--- config.mk ---
export PLATFORM = sky130hd
export DESIGN_NAME = fetch_unit
export DESIGN_NICKNAME = d
export VERILOG_FILES = /design/src/rtl/fetch_unit.sv
export SDC_FILE = /design/constraint.sdc
export NUM_CORES = 1
export LEC_CHECK = 0
export ABC_CLOCK_PERIOD_IN_PS = 2200
export CORE_MARGIN = 2
export CORE_UTILIZATION = 43
export CTS_BUF_LIST = sky130_fd_sc_hd__clkbuf_16
export CTS_CLUSTER_DIAMETER = 40
export DETAILED_ROUTE_END_ITERATION = 8
export GPL_TIMING_DRIVEN = 0
export HOLD_SLACK_MARGIN = 0.05
export PLACE_DENSITY = 0.76
export SKIP_CTS_REPAIR_TIMING = 1
export SYNTH_ARGS = -nofsm -noshare
export SYNTH_HDL_FRONTEND = slang
export SYNTH_SLANG_ARGS = --single-unit
--- constraint.sdc ---
create_clock -name clk -period 2.2 [get_ports clk]
set_input_delay 0.33 -clock clk [delete_from_list [all_inputs] [get_ports clk]]
set_output_delay 0.33 -clock clk [all_outputs]
set_load 0.02 [all_outputs]
--- src/rtl/fetch_unit.sv ---
// Instruction-fetch stage: owns the PC, captures the memory word into IF/ID, stops on HALT.
// Optional FETCH_PERF_CNT_EN adds a saturating 16-bit count of valid fetches (fetch_count).
module fetch_unit #(
  parameter int                  PC_W        = 8,
  parameter int                  INSTR_W     = 19,
  parameter int                  OPC_W       = 5,
  parameter logic [PC_W-1:0]     RESET_PC    = '0,
  parameter logic [OPC_W-1:0]    HALT_OPCODE = 5'b11111
) (
  input  logic               clk,
  input  logic               rst_n,
  input  logic               stall,
  input  logic               redirect,
  input  logic [PC_W-1:0]    redirect_pc,
  input  logic [INSTR_W-1:0] instruction,
  output logic [PC_W-1:0]    pc,
`ifdef FETCH_PERF_CNT_EN
  output logic [15:0]        fetch_count,
`endif
  output logic [INSTR_W-1:0] if_instr,
  output logic [PC_W-1:0]    if_pc,
  output logic               if_valid,
  output logic               halted
);

  typedef enum logic [1:0] {BOOT, RUN, HALTED} state_t;

  state_t             state_q, state_d;
  logic [PC_W-1:0]    pc_q, pc_d;
  logic [INSTR_W-1:0] if_instr_q, if_instr_d;
  logic [PC_W-1:0]    if_pc_q, if_pc_d;
  logic               if_valid_q, if_valid_d;
  logic               halted_q, halted_d;
  logic               advance;

  wire [OPC_W-1:0] opcode = instruction[INSTR_W-1 -: OPC_W];

  always_ff @(posedge clk or negedge rst_n) begin
    if (!rst_n) begin
      state_q    <= BOOT;
      pc_q       <= RESET_PC;
      if_instr_q <= '0;
      if_pc_q    <= '0;
      if_valid_q <= 1'b0;
      halted_q   <= 1'b0;
    end else begin
      state_q    <= state_d;
      pc_q       <= pc_d;
      if_instr_q <= if_instr_d;
      if_pc_q    <= if_pc_d;
      if_valid_q <= if_valid_d;
      halted_q   <= halted_d;
    end
  end

  always_comb begin
    state_d    = state_q;
    pc_d       = pc_q;
    if_instr_d = if_instr_q;
    if_pc_d    = if_pc_q;
    if_valid_d = if_valid_q;
    halted_d   = halted_q;
    advance    = 1'b0;
    case (state_q)
      BOOT: begin
        state_d = RUN;
        if (redirect) pc_d = redirect_pc;
      end
      RUN: begin
        if (redirect) begin
          // The word at the old pc is squashed, even if it is a HALT.
          pc_d       = redirect_pc;
          if_valid_d = 1'b0;
        end else if (!stall) begin
          advance    = 1'b1;
          if_instr_d = instruction;
          if_pc_d    = pc_q;
          if_valid_d = 1'b1;
          if (opcode == HALT_OPCODE) begin
            state_d  = HALTED;
            halted_d = 1'b1;
          end else begin
            pc_d = pc_q + PC_W'(1);
          end
        end
      end
      HALTED: begin
        if (redirect) begin
          state_d    = RUN;
          halted_d   = 1'b0;
          pc_d       = redirect_pc;
          if_valid_d = 1'b0;
        end else if (!stall) begin
          if_valid_d = 1'b0;
        end
      end
      default: state_d = BOOT;
    endcase
  end

`ifdef FETCH_PERF_CNT_EN
  logic [15:0] fetch_count_q;

  always_ff @(posedge clk or negedge rst_n) begin
    if (!rst_n)
      fetch_count_q <= '0;
    else if (advance && fetch_count_q != 16'hFFFF)
      fetch_count_q <= fetch_count_q + 16'd1;
  end

  assign fetch_count = fetch_count_q;
`endif

  assign pc       = pc_q;
  assign if_instr = if_instr_q;
  assign if_pc    = if_pc_q;
  assign if_valid = if_valid_q;
  assign halted   = halted_q;

endmodule

==> summary.md <==
| Metric | Value |
|---|---|
| Pre-antenna DRT Iters | `4` |
| Worst setup margin | `0.129 ns` |
| CTS Sinks | `39` |
| Post-layout util | `68.6%` |
| Max Slew Vio Count | `0` |
| Crit-path most repeated cell | `buf_6` |
| Worst Clk Skew | `0.00333 ns` |
| Worst setup EP type | `register` |
| First-pass GRT wire length | `6310 um` |
| Post-place instance area | `2440 um^2` |
| Skew-Pair Late Insertion Delay | `0.27 ns` |
| Share of cells above drive strength 1 | `17.6%` |
| Die Span Y | `67.1 um` |
| Worst path top cell family by delay | `buffers and inverters` |
| Commonest cells after routing, fill and taps aside | `clkdlybuf4s50_1, dfrtp_1, mux2_2` |
| Hold/Removal Path Class | `in -> async` |
| Global placement routability congestion | `0.807` |
| Commonest non-fill, non-tap cell in the layout | `clkdlybuf4s50_1` |
| Max_cap viols | `0` |
| Placed Instances | `252` |
| # setup viols final | `0` |
| Core area | `3740 um^2` |
| Initial antenna violation count | `0` |
| 1st-iter DRT viols | `51` |
| Design area | `2570 um^2` |
| Cell Rows | `22` |
| Horiz. Die Dim | `67.1 um` |
| Synth unique cells | `29` |
| Slowest stage cell, crit path | `clkdlybuf4s50_1` |
| Critical path class | `in -> reg` |
| Routed WL per cell | `15.8 um` |
| CTS max path bufs | `2` |
| Antenna-violating nets left | `0` |
| DP Worst Slack | `-0.171 ns` |
| H-tree depth | `2` |
| Dpl hpwl | `3070 um` |
| Final hold slack | `0.164 ns` |
| FILL cells | `279` |
| Initial core utilization | `45.8%` |
| Crit start category | `input port` |
| Slew margin rel. | `43.6%` |
| Final std cells w/o fill | `258` |
| Leakage | `1.04 nW` |
| Io pins | `68` |
| Worst-Margin Slew | `0.847 ns` |
| # diodes | `0` |
| Crit share post-route | `94.1%` |
| Net count after synthesis | `169` |
| Tmin final | `2.07 ns` |
| Fin nets | `243` |
| FMAX | `483 MHz` |
| Unrepaired setup endpoints after global routing | `no` |
| Crit-path max cell delay | `0.54 ns` |
| Seq/Total Area, Yosys | `56.9%` |
| Critical Path AT | `2.22 ns` |
| Vias in the first global route | `1369` |
| CTS tree | `yes` |
| Mean Syn Cell Area | `12.5 um^2` |
| Grt ovf | `0` |
| Clk slew on worst S/H paths | `0.05 ns` |
| Syn Std Cell Area | `1710 um^2` |
| DIE AREA | `4510 um^2` |
| Worst-path fanout max | `10` |
| Vias | `1381` |
| Detailed Route WL | `4090 um` |
| Routed vias/inst | `5.35` |
| Crit path buffers/inverters | `3` |
| Post-Syn Instances | `137` |
| Critical Path RT | `2.35 ns` |
| Sequence of cells on the critical path | `clkdlybuf4s50_1 > nand2b_1 > buf_6 > nor3_4 > buf_6 > mux2_1` |
| Pin count of the biggest net entering global routing | `40` |
| IO Port Bufs | `67` |
| CTS Buf Count | `5` |
| Maximum VDD drop | `0.599 mV` |
| DR DRC count | `0` |
| Number of synthesized register bits | `39` |
| Clock Root Buffer | `clkbuf_16` |
| Pwr Density | `885 nW/um^2` |
| Outcome | `complete, no violations` |
| Layout area overhead | `49.9%` |
| Final Hold Fails | `0` |
| Setup_tns | `0 ns` |
| Tot Pwr | `2.27 mW` |
| Number of synthesis warnings | `0` |
| GRT Total Usage | `19.2%` |
==> synth_stat cells <==
cell | count | area [um^2]
nand2_1 | 6 | 22.5
a21oi_1 | 10 | 50.1
o21ba_2 | 1 | 10.0
o21ai_0 | 13 | 65.1
a31oi_1 | 2 | 12.5
nor3_4 | 1 | 16.3
a32oi_1 | 1 | 8.76
and3_1 | 1 | 6.26
mux2_1 | 1 | 11.3
nor2b_1 | 3 | 18.8
o21bai_1 | 1 | 7.51
o21a_1 | 1 | 7.51
nor3_1 | 3 | 15.0
o221ai_1 | 1 | 8.76
mux2_2 | 26 | 293
nor4_1 | 1 | 6.26
dfrtp_1 | 39 | 976
nor2_1 | 5 | 18.8
o22a_1 | 1 | 8.76
buf_6 | 3 | 33.8
clkbuf_1 | 2 | 7.51
nand2b_1 | 3 | 18.8
and2_1 | 1 | 6.26
nand3_1 | 4 | 20.0
ha_1 | 1 | 12.5
nand3b_1 | 1 | 7.51
nor3b_1 | 1 | 7.51
and4_1 | 2 | 17.5
mux2i_1 | 2 | 20.0
==> registers in the layout, summed over array words and instances (netlist names) <==
register  cells
halted        1
pc            8
state_q       2
if_instr     19
if_pc         8
if_valid      1
==> logic make-up after synthesis <==
kind of cell               share of synthesized area [%]
and+or+nand+nor                                     10.6
muxes                                               18.9
buffers and inverters                               2.41
AOI/OAI and AO/OA                                   10.4
adders and majority gates                          0.730
DFF                                                 56.9
==> report_power, final <==
group / leakage, nW / switching (mW) / internal, mW
Sequential: 0.460 / 0.0967 / 0.843
Combinational: 0.514 / 0.316 / 0.370
Clock: 0.0669 / 0.246 / 0.402
Total: 1.04 / 0.658 / 1.62
==> routing by layer <==
layer / part of all wire [%] / global-route usage (%) / vias to the layer above
met5: 0 / 0 / -
met4: 1.5 / 7.14 / 0
met3: 5.8 / 5.50 / 7
met2: 53 / 34.3 / 45
met1: 40 / 21.6 / 679
li1: - / - / 650
==> layout make-up <==
type                            count  area (um^2)  share of cell area [%]
Sequential cell                    39          976                    38.0
Multi-Input combinational cell     93          697                    27.1
Timing Repair Buffer               67          666                    25.9
Clock buffer                        5          125                    4.87
Tap cell                           48         60.1                    2.34
Buffer                              5         41.3                    1.61
Clock inverter                      1         3.75                   0.146
==> final timing paths <==
check | from | to | slack, ns | cells after the start
worst max-delay path | redirect | if_pc[1]$_DFFE_PN0P_ | 0.13 | 6
worst min-delay path | rst_n | if_pc[2]$_DFFE_PN0P_ | 0.16 | 1
worst max register to register | state_q[0]$_DFFE_PN0P_ | if_pc[1]$_DFFE_PN0P_ | 0.40 | 5
worst min register to register | if_pc[2]$_DFFE_PN0P_ | if_pc[2]$_DFFE_PN0P_ | 0.50 | 1
max in group asynchronous | rst_n | if_pc[5]$_DFFE_PN0P_ | 1.50 | 1
min in group clk | if_pc[2]$_DFFE_PN0P_ | if_pc[2]$_DFFE_PN0P_ | 0.50 | 1
(Power assumes the default switching activity.)
